[src/rtl/uart_pkg.sv]
// Shared definitions for the UART transmit front end.
//   BYTE_W         : width of one transmitted byte
//   feeder_state_e : feeder FSM states (IDLE / SEND / GAP)
//   level_width()  : width of a 0..depth occupancy count
package uart_pkg;

    localparam int unsigned BYTE_W = 8;

    typedef enum logic [1:0] {
        ST_IDLE = 2'd0,
        ST_SEND = 2'd1,
        ST_GAP  = 2'd2
    } feeder_state_e;

    // One extra bit so that a completely full FIFO (level == depth) is representable.
    function automatic int unsigned level_width(input int unsigned depth);
        return $clog2(depth) + 1;
    endfunction

endpackage

[src/rtl/uart_byte_fifo.sv]
// Circular byte FIFO with synchronous clear; writes are never bypassed to the read port.
// Ports:
//   CLK_I, RST_I : clock, synchronous active-high reset
//   CLEAR_I      : flush contents (a concurrent push is discarded)
//   push, push_data : enqueue request; accepted only while ready is high
//   pop, pop_data_c : dequeue request; pop_data_c is the current head (combinational)
//   ready        : registered !full
//   empty        : registered level == 0
//   level        : registered number of stored bytes
module uart_byte_fifo
    import uart_pkg::*;
#(
    parameter  int unsigned DEPTH = 16,
    localparam int unsigned LVL_W = level_width(DEPTH)
) (
    input  logic              CLK_I,
    input  logic              RST_I,
    input  logic              CLEAR_I,
    input  logic              push,
    input  logic [BYTE_W-1:0] push_data,
    input  logic              pop,
    output logic [BYTE_W-1:0] pop_data_c,
    output logic              ready,
    output logic              empty,
    output logic [LVL_W-1:0]  level
);

    localparam int unsigned PTR_W = $clog2(DEPTH);

    logic [BYTE_W-1:0] mem [DEPTH];
    logic [PTR_W-1:0]  wr_ptr;
    logic [PTR_W-1:0]  rd_ptr;
    logic [LVL_W-1:0]  level_d;
    logic              push_ok_c;
    logic              pop_ok_c;

    // Acceptance is decided from registered flags only, so a pop never frees room for a same-cycle push.
    assign push_ok_c = push && ready && !CLEAR_I;
    assign pop_ok_c  = pop && !empty;

    // Next occupancy
    always_comb begin
        level_d = level;
        if (CLEAR_I) begin
            level_d = '0;
        end else if (push_ok_c && !pop_ok_c) begin
            level_d = level + LVL_W'(1);
        end else if (!push_ok_c && pop_ok_c) begin
            level_d = level - LVL_W'(1);
        end
    end

    // Pointers and registered status flags
    always_ff @(posedge CLK_I) begin
        if (RST_I) begin
            wr_ptr <= '0;
            rd_ptr <= '0;
            level  <= '0;
            ready  <= 1'b1;
            empty  <= 1'b1;
        end else begin
            level <= level_d;
            ready <= (level_d != LVL_W'(DEPTH));
            empty <= (level_d == '0);
            if (CLEAR_I) begin
                wr_ptr <= '0;
                rd_ptr <= '0;
            end else begin
                if (push_ok_c) wr_ptr <= wr_ptr + PTR_W'(1);
                if (pop_ok_c)  rd_ptr <= rd_ptr + PTR_W'(1);
            end
        end
    end

    // Storage array (no reset needed: only written entries are ever read)
    always_ff @(posedge CLK_I) begin
        if (push_ok_c) mem[wr_ptr] <= push_data;
    end

    assign pop_data_c = mem[rd_ptr];

endmodule

[src/rtl/uart_tx_feeder.sv]
// Byte buffer in front of the UART transmitter: queues bytes from the debug transport and
// hands them to the transmitter one frame at a time, with an optional idle gap between frames.
// Ports:
//   CLK_I, RST_I        : clock, synchronous active-high reset
//   DATA_I, VALID_I     : byte to enqueue / valid; READY_O is !full
//   CLEAR_I             : flush queued bytes (the in-flight frame is unaffected)
//   CHANNEL_I           : TX line owned by the secondary channel; blocks starts, aborts a frame in flight
//   TX_START_O, TX_DATA_O, TX_DONE_I : transmitter handshake
//   BUSY_O              : frame in flight, start pending, or gap running
//   LEVEL_O             : number of queued bytes
module uart_tx_feeder
    import uart_pkg::*;
#(
    parameter  int unsigned DEPTH      = 16,
    parameter  int unsigned GAP_CYCLES = 0,
    localparam int unsigned LVL_W      = level_width(DEPTH)
) (
    input  logic              CLK_I,
    input  logic              RST_I,
    input  logic [BYTE_W-1:0] DATA_I,
    input  logic              VALID_I,
    output logic              READY_O,
    input  logic              CLEAR_I,
    input  logic              CHANNEL_I,
    output logic              TX_START_O,
    output logic [BYTE_W-1:0] TX_DATA_O,
    input  logic              TX_DONE_I,
    output logic              BUSY_O,
    output logic [LVL_W-1:0]  LEVEL_O
);

    localparam int unsigned GAP_W    = (GAP_CYCLES > 1) ? $clog2(GAP_CYCLES) : 1;
    localparam int unsigned GAP_LOAD = (GAP_CYCLES > 0) ? GAP_CYCLES - 1 : 0;

    feeder_state_e     state;
    logic [GAP_W-1:0]  gap_cnt;
    logic              fifo_empty;
    logic [BYTE_W-1:0] fifo_data_c;
    logic              pop_c;

    // A byte leaves the queue only from IDLE, with data present and the line ours.
    assign pop_c = (state == ST_IDLE) && !fifo_empty && !CHANNEL_I;

    uart_byte_fifo #(
        .DEPTH (DEPTH)
    ) u_fifo (
        .CLK_I      (CLK_I),
        .RST_I      (RST_I),
        .CLEAR_I    (CLEAR_I),
        .push       (VALID_I),
        .push_data  (DATA_I),
        .pop        (pop_c),
        .pop_data_c (fifo_data_c),
        .ready      (READY_O),
        .empty      (fifo_empty),
        .level      (LEVEL_O)
    );

    // Feeder FSM, gap counter and registered handshake outputs
    always_ff @(posedge CLK_I) begin
        if (RST_I) begin
            state      <= ST_IDLE;
            gap_cnt    <= '0;
            TX_START_O <= 1'b0;
            TX_DATA_O  <= '0;
            BUSY_O     <= 1'b0;
        end else begin
            TX_START_O <= 1'b0;
            case (state)
                ST_IDLE: begin
                    if (pop_c) begin
                        TX_DATA_O  <= fifo_data_c;
                        TX_START_O <= 1'b1;
                        BUSY_O     <= 1'b1;
                        state      <= ST_SEND;
                    end else begin
                        BUSY_O <= 1'b0;
                    end
                end
                ST_SEND: begin
                    // Losing the line silences the transmitter, so no done will come: drop the frame.
                    if (CHANNEL_I) begin
                        BUSY_O <= 1'b0;
                        state  <= ST_IDLE;
                    end else if (TX_DONE_I) begin
                        if (GAP_CYCLES > 0) begin
                            gap_cnt <= GAP_W'(GAP_LOAD);
                            BUSY_O  <= 1'b1;
                            state   <= ST_GAP;
                        end else begin
                            BUSY_O <= 1'b0;
                            state  <= ST_IDLE;
                        end
                    end else begin
                        BUSY_O <= 1'b1;
                    end
                end
                ST_GAP: begin
                    if (gap_cnt == '0) begin
                        BUSY_O <= 1'b0;
                        state  <= ST_IDLE;
                    end else begin
                        gap_cnt <= gap_cnt - GAP_W'(1);
                        BUSY_O  <= 1'b1;
                    end
                end
                default: begin
                    BUSY_O <= 1'b0;
                    state  <= ST_IDLE;
                end
            endcase
        end
    end

endmodule

[config.mk]
export PLATFORM = sky130hd
export DESIGN_NAME = uart_tx_feeder
export DESIGN_NICKNAME = d
export VERILOG_FILES = /design/src/rtl/uart_pkg.sv /design/src/rtl/uart_byte_fifo.sv /design/src/rtl/uart_tx_feeder.sv
export SDC_FILE = /design/constraint.sdc
export NUM_CORES = 1
export LEC_CHECK = 0
export ABC_AREA = 1
export ABC_CLOCK_PERIOD_IN_PS = 2300
export CAP_MARGIN = 15
export CELL_PAD_IN_SITES_DETAIL_PLACEMENT = 0
export CELL_PAD_IN_SITES_GLOBAL_PLACEMENT = 2
export CORE_MARGIN = 5
export CORE_UTILIZATION = 44
export CTS_BUF_LIST = sky130_fd_sc_hd__clkbuf_16
export CTS_CLUSTER_DIAMETER = 120
export CTS_CLUSTER_SIZE = 12
export DETAILED_ROUTE_END_ITERATION = 16
export PLACE_DENSITY = 0.91
export SLEW_MARGIN = 20
export SYNTH_ARGS = -nofsm -noshare
export SYNTH_HDL_FRONTEND = slang
export SYNTH_SLANG_ARGS = --single-unit
[constraint.sdc]
create_clock -name CLK_I -period 2.3 [get_ports CLK_I]
set_input_delay 0.46 -clock CLK_I [delete_from_list [all_inputs] [get_ports CLK_I]]
set_output_delay 0.46 -clock CLK_I [all_outputs]
set_load 0.02 [all_outputs]
==> results of run 1 <==
-- layer usage --
layer,vias to the layer above,wire [um],global-route usage [%]
li1,2114,-,-
met1,2110,6450,23.9
met2,101,7370,30.4
met3,23,558,3.58
met4,0,297,6.90
met5,-,0,0
-- flip-flops by register name, summed over array words and instances, names as in the netlist --
| register | cells |
|---|---|
| u_fifo.mem | 128 |
| TX_DATA_O | 8 |
| u_fifo.level | 5 |
| u_fifo.rd_ptr | 4 |
| u_fifo.wr_ptr | 4 |
| BUSY_O | 1 |
| TX_START_O | 1 |
| state | 1 |
| u_fifo.empty | 1 |
| u_fifo.ready | 1 |
-- stage by stage --
| step | utilization (%) | hold WS (ns) | setup slack (ns) |
|---|---|---|---|
| floorplan | - | 0.476 | 0.624 |
| global placement | 49.0 | 0.493 | 0.121 |
| detailed placement | 49.0 | 0.505 | 0.120 |
| CTS | 52.6 | 0.513 | 0.294 |
| global route | 52.6 | 0.534 | 0.230 |
| finish | 52.6 | 0.520 | 0.307 |
-- kinds of logic after synthesis --
group / count (synthesis) / share of synthesized area (%)
flops: 154 / 68.3
simple gates: 225 / 14.9
compound gates: 118 / 10.5
xor+xnor: 1 / 0.137
buf+inv: 66 / 4.89
fa+ha+maj: 7 / 1.37
-- Yosys cell counts, drive strengths merged --
cell type    n
nor2       131
edfxtp     128
o21ai       67
nand2       46
nand3       39
inv         34
o211ai      32
dfxtp       26
buf         20
a21oi       19
clkbuf      10
ha           7
nand4        3
nor3         3
clkinv       2
nand3b       2
nor4         1
xor2         1
-- final cells by class --
| cell class | instances | area [sq um] | share of cell area, % |
|---|---|---|---|
| clock inverters | 15 | 98.8 | 1.31 |
| clock buffers | 17 | 425 | 5.63 |
| flip-flops and latches | 154 | 4370 | 57.8 |
| well taps | 184 | 230 | 3.05 |
| repair buffers | 65 | 586 | 7.75 |
| inverters | 36 | 135 | 1.79 |
| multi-input cells | 351 | 1720 | 22.7 |
-- path summary, 6_finish.rpt --
path	end	cells after the start	slack (ns)	startpoint
max	LEVEL_O[2]	1	0.31	u_fifo.level[2]
min	BUSY_O	2	0.52	state[0]
max reg2reg	TX_DATA_O[6]	8	0.68	u_fifo.rd_ptr[1]
min reg2reg	BUSY_O	2	0.52	state[0]
-- report_power, final --
part           internal (mW)  leakage, nW  switching [mW]  total [mW]
clock network           1.45        0.271            1.02        2.47
registers               3.06         1.37          0.0247        3.08
logic                  0.157         1.02           0.264       0.422
total                   4.66         2.65            1.31        5.97
-- placed cells by master (no fill, tap or decap), types with 3 or more instances in the layout --
cell	count
nand3_1	38
clkinv_2	3
edfxtp_1	128
inv_2	3
dfxtp_1	24
nand2_1	44
ha_1	7
o211ai_1	32
o21ai_0	65
clkbuf_16	17
nand4_1	3
clkinv_1	5
inv_1	36
clkdlybuf4s50_1	29
a21oi_1	19
nor2_1	127
buf_4	34
nor3_1	3
==> results.yml, run 1 <==
global_route:
  grt_use_total_pct: 18.3
  grt_pass1_wl_um: 22900
  grt_max_degree: 59
  grt_overflow: 0
  first_global_vias: 4215
  antenna_found_initial: 0
timing:
  setup_tns_ns: 0
  finClkSkew_ns: 0.00605
  hold_viol: 0
  period_needed_ns: 1.99
  drv_slew: 0
  relSlewSlack_pct: 64.4
  finalSetupViolCount: 0
  worst_pin_slew_ns: 0.530
  fmax_mhz: 502
  period_share_pct: 86.7
  rsz0062_at_grt: "no"
logic_synthesis:
  avgSynthCellArea_sq_um: 11.2
  post_synth_main_area_contributors: "edfxtp_1 (60%), dfxtp_1 (8.1%), nor2_1 (7.5%), o21ai_0 (5.1%), o211ai_1 (3.8%)"
  synth.distinct_cells: 29
  synth_top_area_cell: "edfxtp_1"
  synth_warnings: 0
  syn_area_sq_um: 6390
  yosysTopAreaCellShare_pct: 60.1
  postSynthCellCount: 571
  synth-seq-cells: 154
  synth_fp_nets: 592
  yosysSeqAreaShare_pct: 68.3
critical_path:
  critPathKind: "flop to output port"
  cp.required_ns: 1.84
  end_kind: "output port"
  path_buf_inv: 1
  critPathMaxStageDelay_ns: 0.66
  cpMaxStageDelayCell: "clkdlybuf4s50_1"
  crit_chain: "clkdlybuf4s50_1"
  crit_fanout: 7
  arrival_ns: 1.53
  path_delay_family: "buffers and inverters"
  start_kind: "flop"
drt:
  drc: 0
  drt-initial-drc-count: 362
  ant_nets: 0
  finalWirelength_um: 14700
  vias: 4348
  avgRoutedWirePerCell_um: 17.9
  dr.pass1.iters: 5
  vias_per_cell: 5.29
die:
  core-area_sq_um: 14400
  io_pins: 30
  die_w_um: 131
  die_h_um: 131
  row_count: 44
  start_util_pct: 44.5
  die-area_sq_um: 17000
cells_and_area:
  fill_cells: 1247
  final_nets: 646
  layout-drive-gt1-share_pct: 11.3
  final-instance-count-excl-fill: 822
  num_antenna_cells: 0
  areaGrowthSynthToFinish_pct: 18.2
  fin_area_sq_um: 7560
placed_design:
  gp_congestion: 0.790
  dp.cells: 790
  place_area_sq_um: 7030
  dp_hpwl_um: 9610
  io_buffers: 29
clock_network:
  htreeDepth: 4
  numCtsBuffers: 17
  cts_resized: 0
  clock_latency_ns: 0.42
  post_cts.repair.setup_buffers: 0
  cts.clk_slew.worst_paths_ns: 0.06
  hold_buffers: 0
  cts_sinks: 154
  clockBufferDepth: 2
  root_buffer: "clkbuf_16"
  cts_tree: "done"
min_path:
  holdCritPathClass: "flop to flop"
power_and_ir_drop:
  power.total_mw: 5.97
  leakage_nw: 2.65
  power-per-cell-area_nw_per_um2: 790
  vdd_ir_drop_max_v: 0.000413
run_status:
  status: "finished clean"
job:
  cap_violations: 0
No activity file was read; power rests on OpenSTA's default activity.
==> inputs of run 2 (changes only) <==
--- a/config.mk
+++ b/config.mk
@@ -17,6 +17,7 @@
 export CTS_CLUSTER_SIZE = 12
 export DETAILED_ROUTE_END_ITERATION = 16
 export PLACE_DENSITY = 0.91
+export REMOVE_ABC_BUFFERS = 1
 export SLEW_MARGIN = 20
 export SYNTH_ARGS = -nofsm -noshare
 export SYNTH_HDL_FRONTEND = slang
==> results.yml, run 2 (synthesized netlist as in run 1, its figures left out) <==
power_and_ir_drop:
  p_int_mw: 4.53
  vdd_ir_drop_max_v: 0.000584
  clockPowerShare_pct: 39.7
  leakage_nw: 2.66
  p_switching_mw: 1.27
  swShare_pct: 21.9
  p_comb_share_pct: 7.4
  power-per-cell-area_nw_per_um2: 772
  pwr-share-seq_pct: 53.0
critical_path:
  end_kind: "output port"
  path_depth: 1
  critPathMaxStageDelay_ns: 0.65
  cpMaxStageDelayCell: "clkdlybuf4s50_1"
  path_delay_family: "buffers and inverters"
  start_kind: "flop"
  cp.required_ns: 1.84
  arrival_ns: 1.51
  path_buf_inv: 1
  crit_fanout: 7
  critPathKind: "flop to output port"
  crit_chain: "clkdlybuf4s50_1"
  r2r_cells: 8
placed_design:
  gp_congestion: 0.845
  place_area_sq_um: 7040
  dp_hpwl_um: 10200
  io_buffers: 29
clock_network:
  post_cts.repair.setup_buffers: 0
  root_buffer: "clkbuf_16"
  numCtsBuffers: 17
  cts_sinks: 154
  cts_resized: 0
  clock_latency_ns: 0.42
  hold_buffers: 0
  cts.clk_slew.worst_paths_ns: 0.06
  htreeDepth: 4
  cts_tree: "done"
  clockBufferDepth: 2
die:
  die_h_um: 131
  die_w_um: 131
  io_pins: 30
  start_util_pct: 44.5
  row_count: 44
  core-area_sq_um: 14400
  die-area_sq_um: 17000
cells_and_area:
  final_nets: 645
  layout-drive-gt1-share_pct: 10.5
  areaGrowthSynthToFinish_pct: 17.7
  mostFrequentLayoutCells: "edfxtp_1 (128), nor2_1 (127), o21ai_0 (65), nand2_1 (44), inv_1 (40)"
  num_antenna_cells: 0
  largest_reg_flops: 128
  final_common_cell: "edfxtp_1"
  top_regs: "u_fifo.mem (128), TX_DATA_O (8), u_fifo.level (5)"
  fill_cells: 1269
  regMostFlops: "u_fifo.mem"
  fin_area_sq_um: 7520
timing:
  hold_viol: 0
  rsz0062_at_grt: "no"
  finClkSkew_ns: 0.00799
  worst_pin_slew_ns: 0.579
  period_needed_ns: 1.97
  relSlewSlack_pct: 61.2
  finalSetupViolCount: 0
  drv_slew: 0
  fmax_mhz: 507
  period_share_pct: 85.8
  setup_tns_ns: 0
global_route:
  grt_use_total_pct: 19.0
  grt_max_degree: 67
  antenna_found_initial: 0
  grt_pass1_wl_um: 23500
  first_global_vias: 4289
  grt_overflow: 0
drt:
  finalWirelength_um: 15300
  vias: 4351
  wl_met1_um: 6610
  highest_layer: "met4"
  vias_per_cell: 5.30
  routed-wl-met2_um: 7760
  ant_nets: 0
  route.met3.wl_um: 649
  dr.pass1.iters: 5
  drc: 0
  avgRoutedWirePerCell_um: 18.6
  drt-initial-drc-count: 381
job:
  cap_violations: 0
min_path:
  hold_depth: 2
  holdCritPathClass: "flop to flop"
run_status:
  status: "finished clean"
run 2: changes by cell type in the layout (fill, tap and decap cells not counted), sizes merged:
cell / change
inv: +4
clkinvlp: -2
buf: -1
bufinv: -1
clkinv: -1
run 2: path summary, 6_finish.rpt:
check,startpoint,to,slack [ns]
worst max-delay path,u_fifo.level[2],LEVEL_O[2],0.33
worst min-delay path,state[0],state[0],0.51
worst max register to register,u_fifo.rd_ptr[0],TX_DATA_O[2],0.60
worst min register to register,state[0],state[0],0.51
run 2: cell type report:
class	instances	area [sq um]	share of cell area (%)
flip-flops and latches	154	4370	58.0
multi-input cells	351	1720	22.8
repair buffers	64	591	7.85
clock buffers	17	425	5.65
well taps	184	230	3.06
inverters	36	135	1.80
clock inverters	15	60.1	0.798
run 2: power by group through the flow:
stage                     Sequential, mW  Combinational, mW  Clock (mW)
after global routing                3.08              0.474        2.47
final                               3.08              0.427        2.30
after detailed placement            3.13              0.431           0
after CTS                           3.08              0.432        2.33
after global placement              3.13              0.428           0
after floorplan                     3.17              0.175           0
run 2: routing by layer:
layer	global-route usage, %	vias to the layer above
met4	6.65	0
met3	4.19	19
met5	0	-
li1	-	2116
met1	23.8	2106
met2	32.8	110
run 2: per-stage QoR:
stage	util [%]	power, mW	instances	hold slack, ns	setup WS, ns
final	52.4	5.81	821	0.509	0.326
after detailed placement	49.0	3.57	789	0.495	0.0857
after CTS	52.4	5.84	821	0.506	0.297
after global routing	52.4	6.02	821	0.548	0.241
after floorplan	-	3.35	541	0.472	-0.385
after global placement	49.0	3.56	789	0.495	0.134
run 2: worst reg2reg max path: stages (launching register included):
cell	delay, ns
dfxtp_2	0.33
inv_2	0.27
buf_4	0.25
nor2_1	0.07
o211ai_1	0.29
nand3_1	0.18
nand3_1	0.16
nand2_1	0.06
inv_1	0.05
